==> config.mk <==
export PLATFORM = sky130hd
export DESIGN_NAME = fll_cfg_ctrl
export DESIGN_NICKNAME = d
export VERILOG_FILES = /design/src/rtl/fll_cfg_pkg.sv /design/src/rtl/fll_cfg_sync.sv /design/src/rtl/fll_cfg_ctrl.sv
export SDC_FILE = /design/constraint.sdc
export NUM_CORES = 1
export LEC_CHECK = 0
export BUFFER_PORTS_ARGS = -buffer_cell sky130_fd_sc_hd__buf_4
export CORE_ASPECT_RATIO = 1.2
export CORE_MARGIN = 2
export CORE_UTILIZATION = 54
export DETAILED_ROUTE_END_ITERATION = 12
export GPL_ROUTABILITY_DRIVEN = 0
export GPL_TIMING_DRIVEN = 0
export PLACE_DENSITY = 0.84
export SLEW_MARGIN = 25
export SYNTH_ARGS = -nofsm -noshare
export SYNTH_HDL_FRONTEND = slang
export SYNTH_SLANG_ARGS = --single-unit
==> constraint.sdc <==
create_clock -name clk_i -period 4.82 [get_ports clk_i]
set_input_delay 1.205 -clock clk_i [delete_from_list [all_inputs] [get_ports clk_i]]
set_output_delay 1.205 -clock clk_i [all_outputs]
set_load 0.01 [all_outputs]
==> src/rtl/fll_cfg_pkg.sv <==
// Shared types and constants for the FLL configuration controller.
package fll_cfg_pkg;

  // Handshake controller states
  typedef enum logic [1:0] {
    ST_IDLE    = 2'd0,
    ST_REQ     = 2'd1,
    ST_RELEASE = 2'd2,
    ST_RESP    = 2'd3
  } fll_cfg_state_e;

  // FLL register offsets carried on CFGAD
  localparam logic [1:0] REG_CFG1      = 2'd0;
  localparam logic [1:0] REG_CFG2      = 2'd1;
  localparam logic [1:0] REG_INTEG     = 2'd2;
  localparam logic [1:0] REG_STATUS_RO = 2'd3;

  // Target index that selects the local lock status register
  localparam logic [3:0] STATUS_IDX = 4'hF;

  // Default per-phase handshake timeout in controller clocks
  localparam int DEFAULT_TIMEOUT = 1024;

  // One-hot decode of a 4-bit target index
  function automatic logic [15:0] idx_onehot(input logic [3:0] idx);
    idx_onehot = 16'd1 << idx;
  endfunction

endpackage

==> src/rtl/fll_cfg_sync.sv <==
// Multi-stage synchronizer for asynchronous FLL status/acknowledge lines.
module fll_cfg_sync #(
  parameter int WIDTH  = 1,
  parameter int STAGES = 2
) (
  input  logic             clk_i,
  input  logic             rst_ni,
  input  logic [WIDTH-1:0] d_i,
  output logic [WIDTH-1:0] q_o
);

  logic [STAGES-1:0][WIDTH-1:0] sync_r;

  // Shift the asynchronous input through the flop chain
  always_ff @(posedge clk_i or negedge rst_ni) begin
    if (!rst_ni) begin
      sync_r <= '0;
    end else begin
      sync_r[0] <= d_i;
      for (int i = 1; i < STAGES; i++) begin
        sync_r[i] <= sync_r[i-1];
      end
    end
  end

  assign q_o = sync_r[STAGES-1];

endmodule

==> src/rtl/fll_cfg_ctrl.sv <==
// Bridges register_interface accesses onto the FLL CFGREQ/CFGACK
// four-phase configuration handshake, with a local lock status register.
module fll_cfg_ctrl
  import fll_cfg_pkg::*;
#(
  parameter int NUM_FLL        = 2,
  parameter int TIMEOUT_CYCLES = DEFAULT_TIMEOUT,
  parameter int SYNC_STAGES    = 2
) (
  input  logic                  clk_i,
  input  logic                  rst_ni,
  input  logic                  reg_valid_i,
  input  logic                  reg_write_i,
  input  logic [7:0]            reg_addr_i,
  input  logic [31:0]           reg_wdata_i,
  output logic                  reg_ready_o,
  output logic [31:0]           reg_rdata_o,
  output logic                  reg_error_o,
  output logic [NUM_FLL-1:0]    fll_req_o,
  input  logic [NUM_FLL-1:0]    fll_ack_i,
  output logic [1:0]            fll_add_o,
  output logic [31:0]           fll_data_o,
  output logic                  fll_wrn_o,
  input  logic [NUM_FLL*32-1:0] fll_r_data_i,
  input  logic [NUM_FLL-1:0]    fll_lock_i
);

  // Counter is at least 10 bits so the default 1024-cycle timeout fits
  localparam int CNT_W = ($clog2(TIMEOUT_CYCLES) > 10) ? $clog2(TIMEOUT_CYCLES) : 10;
  localparam logic [CNT_W-1:0] TO_LAST = CNT_W'(TIMEOUT_CYCLES - 1);

  fll_cfg_state_e      state_r, state_next_s;
  logic [3:0]          idx_r, idx_next_s;
  logic                write_r, write_next_s;
  logic                abort_r, abort_next_s;
  logic [CNT_W-1:0]    cnt_r, cnt_next_s;
  logic [31:0]         cap_r, cap_next_s;
  logic [NUM_FLL-1:0]  req_r, req_next_s;
  logic [1:0]          add_r, add_next_s;
  logic [31:0]         data_r, data_next_s;
  logic                wrn_r, wrn_next_s;
  logic                ready_r, ready_next_s;
  logic [31:0]         rdata_r, rdata_next_s;
  logic                error_r, error_next_s;

  logic [NUM_FLL-1:0]  ack_sync_s;
  logic [NUM_FLL-1:0]  lock_sync_s;
  logic [15:0]         ack_pad_s;
  logic [511:0]        rdata_pad_s;
  logic                ack_sel_s;
  logic [31:0]         rdata_sel_s;
  logic [3:0]          idx_in_s;
  logic                unused_addr_s;

  fll_cfg_sync #(.WIDTH(NUM_FLL), .STAGES(SYNC_STAGES)) u_ack_sync (
    .clk_i  (clk_i),
    .rst_ni (rst_ni),
    .d_i    (fll_ack_i),
    .q_o    (ack_sync_s)
  );

  fll_cfg_sync #(.WIDTH(NUM_FLL), .STAGES(SYNC_STAGES)) u_lock_sync (
    .clk_i  (clk_i),
    .rst_ni (rst_ni),
    .d_i    (fll_lock_i),
    .q_o    (lock_sync_s)
  );

  // Pad per-FLL vectors to the full 16-target space so a 4-bit index
  // selects without width games; unused slots read as zero.
  assign ack_pad_s     = 16'(ack_sync_s);
  assign rdata_pad_s   = 512'(fll_r_data_i);
  assign ack_sel_s     = ack_pad_s[idx_r];
  assign rdata_sel_s   = rdata_pad_s[{idx_r, 5'd0} +: 32];
  assign idx_in_s      = reg_addr_i[7:4];
  assign unused_addr_s = ^reg_addr_i[1:0];

  // Next-state and next-output decode for the handshake FSM
  always_comb begin
    state_next_s = state_r;
    idx_next_s   = idx_r;
    write_next_s = write_r;
    abort_next_s = abort_r;
    cnt_next_s   = cnt_r + CNT_W'(1);
    cap_next_s   = cap_r;
    req_next_s   = '0;
    add_next_s   = add_r;
    data_next_s  = data_r;
    wrn_next_s   = wrn_r;
    ready_next_s = 1'b0;
    rdata_next_s = 32'd0;
    error_next_s = 1'b0;

    case (state_r)
      ST_IDLE: begin
        if (reg_valid_i) begin
          idx_next_s   = idx_in_s;
          write_next_s = reg_write_i;
          if (idx_in_s < 4'(NUM_FLL)) begin
            // Shared CFG outputs only change when a new handshake starts
            state_next_s = ST_REQ;
            cnt_next_s   = '0;
            abort_next_s = 1'b0;
            cap_next_s   = 32'd0;
            add_next_s   = reg_addr_i[3:2];
            data_next_s  = reg_wdata_i;
            wrn_next_s   = ~reg_write_i;
            req_next_s   = NUM_FLL'(idx_onehot(idx_in_s));
          end else if (idx_in_s == STATUS_IDX) begin
            state_next_s = ST_RESP;
            ready_next_s = 1'b1;
            rdata_next_s = 32'(lock_sync_s);
          end else begin
            state_next_s = ST_RESP;
            ready_next_s = 1'b1;
            error_next_s = 1'b1;
          end
        end else begin
          state_next_s = ST_IDLE;
        end
      end

      ST_REQ: begin
        req_next_s = NUM_FLL'(idx_onehot(idx_r));
        if (ack_sel_s) begin
          state_next_s = ST_RELEASE;
          cnt_next_s   = '0;
          req_next_s   = '0;
          cap_next_s   = write_r ? 32'd0 : rdata_sel_s;
        end else if (cnt_r == TO_LAST) begin
          state_next_s = ST_RELEASE;
          cnt_next_s   = '0;
          req_next_s   = '0;
          abort_next_s = 1'b1;
        end else begin
          state_next_s = ST_REQ;
        end
      end

      ST_RELEASE: begin
        if (!ack_sel_s) begin
          state_next_s = ST_RESP;
          ready_next_s = 1'b1;
          error_next_s = abort_r;
          rdata_next_s = abort_r ? 32'd0 : cap_r;
        end else if (cnt_r == TO_LAST) begin
          state_next_s = ST_RESP;
          abort_next_s = 1'b1;
          ready_next_s = 1'b1;
          error_next_s = 1'b1;
        end else begin
          state_next_s = ST_RELEASE;
        end
      end

      ST_RESP: begin
        state_next_s = ST_IDLE;
      end

      default: begin
        state_next_s = ST_IDLE;
      end
    endcase
  end

  // State and registered outputs; reset drops CFGREQ immediately
  always_ff @(posedge clk_i or negedge rst_ni) begin
    if (!rst_ni) begin
      state_r <= ST_IDLE;
      idx_r   <= 4'd0;
      write_r <= 1'b0;
      abort_r <= 1'b0;
      cnt_r   <= '0;
      cap_r   <= 32'd0;
      req_r   <= '0;
      add_r   <= 2'd0;
      data_r  <= 32'd0;
      wrn_r   <= 1'b1;
      ready_r <= 1'b0;
      rdata_r <= 32'd0;
      error_r <= 1'b0;
    end else begin
      state_r <= state_next_s;
      idx_r   <= idx_next_s;
      write_r <= write_next_s;
      abort_r <= abort_next_s;
      cnt_r   <= cnt_next_s;
      cap_r   <= cap_next_s;
      req_r   <= req_next_s;
      add_r   <= add_next_s;
      data_r  <= data_next_s;
      wrn_r   <= wrn_next_s;
      ready_r <= ready_next_s;
      rdata_r <= rdata_next_s;
      error_r <= error_next_s;
    end
  end

  assign reg_ready_o = ready_r;
  assign reg_rdata_o = rdata_r;
  assign reg_error_o = error_r;
  assign fll_req_o   = req_r;
  assign fll_add_o   = add_r;
  assign fll_data_o  = data_r;
  assign fll_wrn_o   = wrn_r;

endmodule
# After elaboration in Yosys (flattened, before gate mapping)
# Index checks and enable logic that the tools add are counted.
dict set report op_classes {
  n_addsub 1
  magnitude_cmp 2
  eq_ne 10
  shift 3
  mux 46
  bitwise_logic 1
  n_reduce_logical 7
}
# operator n
set op_table {}
lappend op_table {{variable part select 512 x 10 -> 32 bit} 1}
lappend op_table {{2-to-1 mux 32 bit} 6}
lappend op_table {{one-hot mux 32 bit (2 select lines)} 2}
lappend op_table {{2-to-1 mux 10 bit} 4}
lappend op_table {{2-to-1 mux 2 bit} 11}
lappend op_table {{one-hot mux 10 bit (2 select lines)} 1}
lappend op_table {{2-to-1 mux 1 bit} 16}
lappend op_table {{adder 10 x 1 -> 10 bit (second input constant)} 1}
lappend op_table {{== test 10 bit (second input constant)} 1}
lappend op_table {{!= test 2 bit (second input constant)} 5}
lappend op_table {{one-hot mux 2 bit (4 select lines)} 1}
lappend op_table {{left shift 1 x 4 -> 2 bit (first input constant)} 2}
lappend op_table {{less-than comparator 4 x 5 -> 1 bit (second input constant)} 1}
lappend op_table {{AND reduction 5 bit} 1}
lappend op_table {{binary-select mux 1 bit (select 4 bit)} 1}
lappend op_table {{== test 2 bit (second input constant)} 2}
lappend op_table {{== test 4 bit (second input constant)} 1}
lappend op_table {{less-than comparator 4 x 2 -> 1 bit (second input constant)} 1}
lappend op_table {{one-hot mux 1 bit (2 select lines)} 2}
lappend op_table {{one-hot mux 2 bit (2 select lines)} 1}
lappend op_table {{AND reduction 4 bit} 1}
lappend op_table {{one-hot mux 1 bit (3 select lines)} 1}
lappend op_table {{AND reduction 3 bit} 1}
lappend op_table {{nonzero test 3 bit} 1}
lappend op_table {{5 further kinds} 5}
dict set report word_totals {
  ff_bits 129
  input_bits 112
  output_inout_bits 71
  wordCells 87
}

# Longest topological paths before layout
# Gate-level depths: netlist of the first run.
dict set report logic_depth {
  word_depth 5
  mapped_depth 7
  depth_no_buf 6
}

# By module
# From an unflattened synthesis of the first run, not the netlist that was laid out.
dict set report unflattened {
  cells_unflattened 399
  hier_area_um2 5381.4
}
# mod instances cells_each area_per_inst_um2 seq_area_each_um2
set modules_own_cells {}
lappend modules_own_cells {fll_cfg_ctrl 1 387 5151.2 3029.2}
lappend modules_own_cells {fll_cfg_sync 2 6 115.1 100.1}

# Least setup slack after synthesis of the first run
# No wires, ideal clock.
dict set report synth_path {
  path_type {input to register}
  startpoint {input reg_addr_i[7]}
  endpoint {register cap_r[10]}
  setup_time_ns 0.127
  arrival_time_ns 2.393
  required_ns 4.693
  slack_ns 2.299
  stages 5
  n_path_buf 1
  path_cell_list {nor3_2 nand3_2 a22oi_4 buf_6 mux2_1}
}
dict set report synth_via {
  elab_chain_cells 3
}
# element line
set synth_lines {}
lappend synth_lines {{start, declared} fll_cfg_ctrl.sv:14} ;# input logic [7:0] reg_addr_i,
lappend synth_lines {{less-than comparator 4 x 2 -> 1 bit} fll_cfg_ctrl.sv:99} ;# if (idx_in_s < 4'(NUM_FLL)) begin
lappend synth_lines {{!= test 2 bit (no line)} -}
lappend synth_lines {{AND reduction 4 bit (no line)} -}
lappend synth_lines {{end signal, assigned} fll_cfg_ctrl.sv:188} ;# cap_r <= cap_next_s;
lappend synth_lines {{end, declared} fll_cfg_ctrl.sv:37} ;# logic [31:0] cap_r, cap_next_s;
# No other way between the ends.
# A chain may end at the register's enable or synchronous reset.

# Worst setup path in the final report of the first run
dict set report layout_path {
  startpoint {input reg_addr_i[7]}
  endpoint {register cap_r[12]}
}
# The elaborated chain is that of the path after synthesis.

==> flow_metrics.py, run 1 <==
metrics = {
    "timing": {
        "tightest_slew_ns": 0.746,
        "min_period_ns": 2.52,
        "layout_setup_ws_ns": 2.30,
        "final-hold-violation-count": 0,
        "whs_ns": 0.346,
        "post-route-period-util_pct": 52.2,
        "slew_violations": 0,
        "report.final.setup_viol": 0,
        "clock.fmax_mhz": 397,
        "finClkSkew_ns": 0.00480,
        "max-slew-margin-rel_pct": 50.2,
        "rsz0062_at_grt": "no",
        "setup_tns_ns": 0,
    },
    "clock_tree": {
        "postCtsSetupRepairBufs": 0,
        "cts.htree.levels": 4,
        "worst_skew_pair.late_latency_ns": 0.40,
        "cts_resized": 0,
        "ctsHoldBuffers": 0,
        "clock_sinks": 129,
        "clkSlewWorstSetupHoldPaths_ns": 0.05,
        "clockBufferDepth": 2,
        "cts_tree": "done",
        "numCtsBuffers": 17,
        "root_buffer": "clkbuf_16",
    },
    "setup_path": {
        "path_cells": "buf_4 > nor3_2 > nand3_2 > a22oi_4 > buf_6 > mux2_1",
        "crit_slowest_cell": "a22oi_4",
        "cp_slowest_stage_delay_ns": 0.39,
        "critPathKind": "in2reg",
        "crit_family": "simple AND/OR/NAND/NOR gates",
        "required_ns": 5.09,
        "critPathLaunchType": "input pin",
        "end_kind": "register",
        "crit_buf_inv": 2,
        "critPathArrivalTime_ns": 2.79,
        "path_max_fanout": 10,
    },
    "logic_synthesis": {
        "synth-compound-area-share_pct": 2.88,
        "synth_nets": 511,
        "seq_area_frac_synth_pct": 60.3,
        "synth_top_family_by_area": "multiplexers",
        "synth_edf_count": 0,
        "synthFlopType": "dfrtp_1",
        "synthMuxAreaShare_pct": 21.2,
        "synth.cell_area_mm2": 0.00535,
        "synth_xor_area_share_pct": 1.31,
        "synth_simple_gate_area_share_pct": 10.6,
        "yosysWarnings": 0,
        "synthCells": 395,
        "synthAdderAreaFrac_pct": 0.935,
        "synth.distinct_cells": 41,
        "syn_avg_cell_area_um2": 13.5,
        "synthArstFlopShare_pct": 100,
        "ys_ff_latch": 129,
    },
    "drt": {
        "initialDrtViolationCount": 206,
        "dr.pass1.iters": 4,
        "drt-vias-per-instance": 5.16,
        "antenna_left": 0,
        "post-route-drc-count": 0,
        "totalWireLength_mm": 11.7,
        "vias": 3769,
        "wl_per_cell_um": 16.0,
    },
    "floorplanning": {
        "rows": 39,
        "die_y_um": 113,
        "fp.dieW_um": 94.9,
        "io_pins": 183,
        "die_area_mm2": 0.0107,
        "fp.coreArea_mm2": 0.00956,
        "start_util_pct": 56.0,
    },
    "final_layout": {
        "area_growth_pct": 39.0,
        "final_common_cell": "buf_4",
        "diodes": 0,
        "drive_gt1_share_pct": 44.1,
        "design_area_mm2": 0.00744,
        "layout_common_cells": "buf_4, dfrtp_1, nor2_1",
        "fin_nets": 711,
    },
    "power_and_ir_drop": {
        "p_leak_nw": 3.82,
        "total_power_mw": 3.88,
        "p_per_area_mw_per_mm2": 522,
        "vdd_drop_max_v": 0.000372,
    },
    "placed_design": {
        "dp_slack_ns": 1.91,
        "post-dp-hpwl_mm": 8.51,
        "io_buffers": 180,
        "place_area_mm2": 0.00689,
    },
    "global_route": {
        "grt_start_max_net_pins": 92,
        "grt_pass1_wl_mm": 19.1,
        "track_usage_pct": 23.4,
        "grt_pass1_vias": 4071,
        "grt_overflow": 0,
        "antenna_found_initial": 0,
    },
    "min_path": {
        "hold_path.class": "reg2reg",
    },
    "outcome": {
        "status": "finished, final reports clean",
    },
    "flow_run": {
        "cap_violations": 0,
    },
}
## layer usage
layer  global-route usage, %  share of wire, %
met1                    27.6                39
met2                    39.6                52
met3                    5.66               6.0
met4                    11.6               2.5
met5                       0                 0
## area by class of cell
| type | instances | area, um^2 |
|---|---|---|
| flip-flops and latches | 129 | 3230 |
| multi-input cells | 241 | 1970 |
| well taps | 123 | 154 |
| fillers | 615 | 2130 |
| clock buffers | 26 | 489 |
| clock inverters | 6 | 55.1 |
| repair buffers | 181 | 1390 |
| plain buffers | 20 | 129 |
| inverters | 5 | 18.8 |
## state kept, by name, indices dropped and copies added (netlist names), 2 cells and up
register,cells
u_lock_sync.q_o,2
fll_add_o,2
u_ack_sync.q_o,2
idx_r,4
reg_rdata_o,32
fll_data_o,32
cnt_r,10
u_lock_sync.sync_r,2
fll_req_o,2
state_r,2
u_ack_sync.sync_r,2
cap_r,32
## cell families (layout without fill, tap and decap cells)
logic type      Yosys count  after routing
fa+ha+maj                 4              4
mux                     104            104
buf+inv                  25            238
xor+xnor                  8              8
simple gates            107            107
flops                   129            129
compound gates           18             18
## final timing paths
check	startpoint	end	slack, ns	cells past startpoint
setup / recovery	reg_addr_i[7]	cap_r[12]	2.30	6
hold / removal	u_lock_sync.sync_r[0]	u_lock_sync.q_o[0]	0.35	0
setup reg to reg	state_r[1]	cap_r[12]	2.59	7
hold reg to reg	u_lock_sync.sync_r[0]	u_lock_sync.q_o[0]	0.35	0
max in group asynchronous	rst_ni	fll_wrn_o	3.42	2
min in group asynchronous	rst_ni	fll_data_o[29]	0.67	1
## stage by stage
stage	utilization [%]	cells
floorplan	-	395
detailed placement	72.1	699
global placement	71.7	698
finish	77.7	731
CTS	77.7	731
global route	77.7	731
## where the power goes
part	internal, mW	switching (mW)	leakage, nW
Sequential	1.34	0.131	1.70
Combinational	0.652	0.587	1.86
Clock	0.745	0.422	0.272
## cell usage after synthesis (3+ instances only)
cell	number	share of area [%]
a22o_1	3	0.49
and2_1	30	3.5
and3_1	3	0.35
buf_6	7	1.5
clkbuf_1	10	0.70
dfrtp_1	128	60
ha_1	4	0.94
inv_1	5	0.35
mux2_1	29	6.1
mux2_2	42	8.8
mux2i_1	32	6.0
nand2_1	6	0.42
nand3_1	6	0.56
nand4_1	5	0.58
nor2_1	45	3.2
o21ai_0	4	0.37
xor2_1	7	1.1
## worst register-to-register path, stage by stage, from the launching register on
cell and delay (ns):
dfrtp_1 0.38, inv_1 0.08, ha_1 0.14, clkbuf_1 0.38, nand2b_1 0.20, a22oi_4 0.36, buf_6 0.22, mux2_1 0.35
No activity file was read; power rests on OpenSTA's default activity.
==> inputs of run 2 (changes only) <==
--- a/config.mk
+++ b/config.mk
@@ -8,11 +8,11 @@
 export BUFFER_PORTS_ARGS = -buffer_cell sky130_fd_sc_hd__buf_4
 export CORE_ASPECT_RATIO = 1.2
 export CORE_MARGIN = 2
-export CORE_UTILIZATION = 54
+export CORE_UTILIZATION = 45
 export DETAILED_ROUTE_END_ITERATION = 12
 export GPL_ROUTABILITY_DRIVEN = 0
 export GPL_TIMING_DRIVEN = 0
-export PLACE_DENSITY = 0.84
+export PLACE_DENSITY = 0.75
 export SLEW_MARGIN = 25
 export SYNTH_ARGS = -nofsm -noshare
 export SYNTH_HDL_FRONTEND = slang
==> constraint.sdc (replaced) <==
create_clock -name clk_i -period 2.15 [get_ports clk_i]
set_input_delay 0.5375 -clock clk_i [delete_from_list [all_inputs] [get_ports clk_i]]
set_output_delay 0.5375 -clock clk_i [all_outputs]
set_load 0.01 [all_outputs]
==> flow_metrics.py, run 2 (synthesis gave the netlist of run 1 again) <==
metrics = {
    "floorplanning": {
        "rows": 43,
        "die_y_um": 123,
        "die_area_mm2": 0.0128,
        "fp.dieW_um": 104,
        "start_util_pct": 46.3,
        "io_pins": 183,
        "fp.coreArea_mm2": 0.0116,
    },
    "global_route": {
        "grt_pass1_vias": 3904,
        "antenna_found_initial": 0,
        "grt_pass1_wl_mm": 19.3,
        "grt_start_max_net_pins": 80,
        "grt_overflow": 0,
        "track_usage_pct": 19.4,
    },
    "setup_path": {
        "rr_worst_depth": 6,
        "r2r-start": "state_r[0]",
        "end_kind": "register",
        "critPathKind": "reg2reg",
        "critPathLaunchType": "register",
        "cp_slowest_stage_delay_ns": 0.38,
        "reg2reg_to": "cap_r[1]",
        "critPathArrivalTime_ns": 2.22,
        "crit_slowest_cell": "dfrtp_1",
        "reg2reg_slack_ns": 0.21,
        "path_cells": "inv_1 > ha_1 > nand3_2 > a22oi_4 > buf_6 > mux2_1",
        "required_ns": 2.43,
        "path_max_fanout": 10,
    },
    "final_layout": {
        "design_area_mm2": 0.00751,
        "diodes": 0,
        "final_common_cell": "buf_4",
        "fill_cells": 908,
        "drive_gt1_share_pct": 44.9,
        "final_cells": 765,
        "multi_input_area_mm2": 0.00198,
        "fin_nets": 711,
        "final-seq-area_mm2": 0.00323,
        "layout_common_cells": "buf_4, dfrtp_1, nor2_1",
        "utilization_pct": 65.0,
        "area_growth_pct": 40.4,
    },
    "power_and_ir_drop": {
        "p_leak_nw": 3.84,
        "p_per_area_mw_per_mm2": 1180,
        "total_power_mw": 8.85,
        "vdd_drop_max_v": 0.000657,
    },
    "timing": {
        "setup_tns_ns": 0,
        "clock.fmax_mhz": 515,
        "slew_violations": 0,
        "finClkSkew_ns": 0.00489,
        "max-slew-margin-rel_pct": 52.2,
        "post-route-period-util_pct": 90.4,
        "min_period_ns": 1.94,
        "whs_ns": 0.0373,
        "report.final.setup_viol": 0,
        "final-hold-violation-count": 0,
        "rsz0062_at_grt": "no",
        "layout_setup_ws_ns": 0.207,
        "tightest_slew_ns": 0.717,
    },
    "clock_tree": {
        "clock_sinks": 129,
        "cts_tree": "done",
        "cts.htree.levels": 4,
        "ctsHoldBuffers": 0,
        "worst_skew_pair.late_latency_ns": 0.40,
        "numCtsBuffers": 17,
        "clockBufferDepth": 2,
        "root_buffer": "clkbuf_16",
        "clkSlewWorstSetupHoldPaths_ns": 0.05,
    },
    "placed_design": {
        "io_buffers": 180,
        "place_area_mm2": 0.00693,
        "placed_cells": 733,
        "dp_slack_ns": -0.120,
        "post-dp-hpwl_mm": 8.73,
    },
    "drt": {
        "antenna_left": 0,
        "wl_per_cell_um": 15.4,
        "totalWireLength_mm": 11.8,
        "vias": 3726,
        "initialDrtViolationCount": 82,
        "post-route-drc-count": 0,
        "drt-vias-per-instance": 4.87,
        "dr.pass1.iters": 4,
    },
    "min_path": {
        "hold_path.class": "in2async",
    },
    "outcome": {
        "status": "finished, final reports clean",
    },
    "flow_run": {
        "cap_violations": 0,
    },
}
-- run 2: area by class of cell --
cell class | count | share of cell area [%]
Buffer | 19 | 1.67
Clock buffer | 22 | 6.18
Clock inverter | 10 | 1.47
Inverter | 5 | 0.250
Multi-Input combinational cell | 241 | 26.3
Sequential cell | 129 | 43.0
Tap cell | 157 | 2.61
Timing Repair Buffer | 182 | 18.5
-- run 2: per-layer routing --
metal,up-vias,global-route usage [%],share of wire (%)
met1,1865,22.6,39
met5,-,0,0
met2,89,35.0,56
met4,0,5.91,1.2
li1,1761,-,-
met3,11,5.54,4.3
-- run 2: how the worst max path moves through the flow --
stage                        from  depth (start not counted)  slack, ns         to
finish                 state_r[0]                          6       0.21   cap_r[1]
global route           state_r[0]                          6       0.03   cnt_r[7]
CTS                    state_r[0]                          6       0.09  cap_r[17]
detailed placement  reg_addr_i[7]                          6      -0.12   cap_r[1]
global placement    reg_addr_i[7]                          6      -0.12   cap_r[0]
floorplan              state_r[1]                          7       0.23  cap_r[10]
-- run 2: timing repair --
| item | 4_1_cts | 5_1_grt |
|---|---|---|
| pin swaps | 0 | 1 |
| setup buffers | 0 | 1 |
| endpoints found under the setup margin | 28 | 29 |
| cloned | 0 | 0 |
| gates resized for setup | 0 | 1 |
-- run 2: worst max-delay path: cells and delay by family (launching register included) --
| family | cells | cell delay (ns) |
|---|---|---|
| flip-flops | 1 | 0.38 |
| AO/OA/AOI/OAI | 1 | 0.30 |
| buffers and inverters | 2 | 0.29 |
| multiplexers | 1 | 0.34 |
| adder cells (fa/ha/maj) | 1 | 0.28 |
| AND/OR/NAND/NOR | 1 | 0.22 |
-- run 2: report_power, final --
part | leakage, nW | switching (mW) | internal (mW)
combinational | 1.86 | 1.31 | 1.48
sequential | 1.70 | 0.308 | 3.01
clock | 0.284 | 0.979 | 1.76
total | 3.84 | 2.60 | 6.25
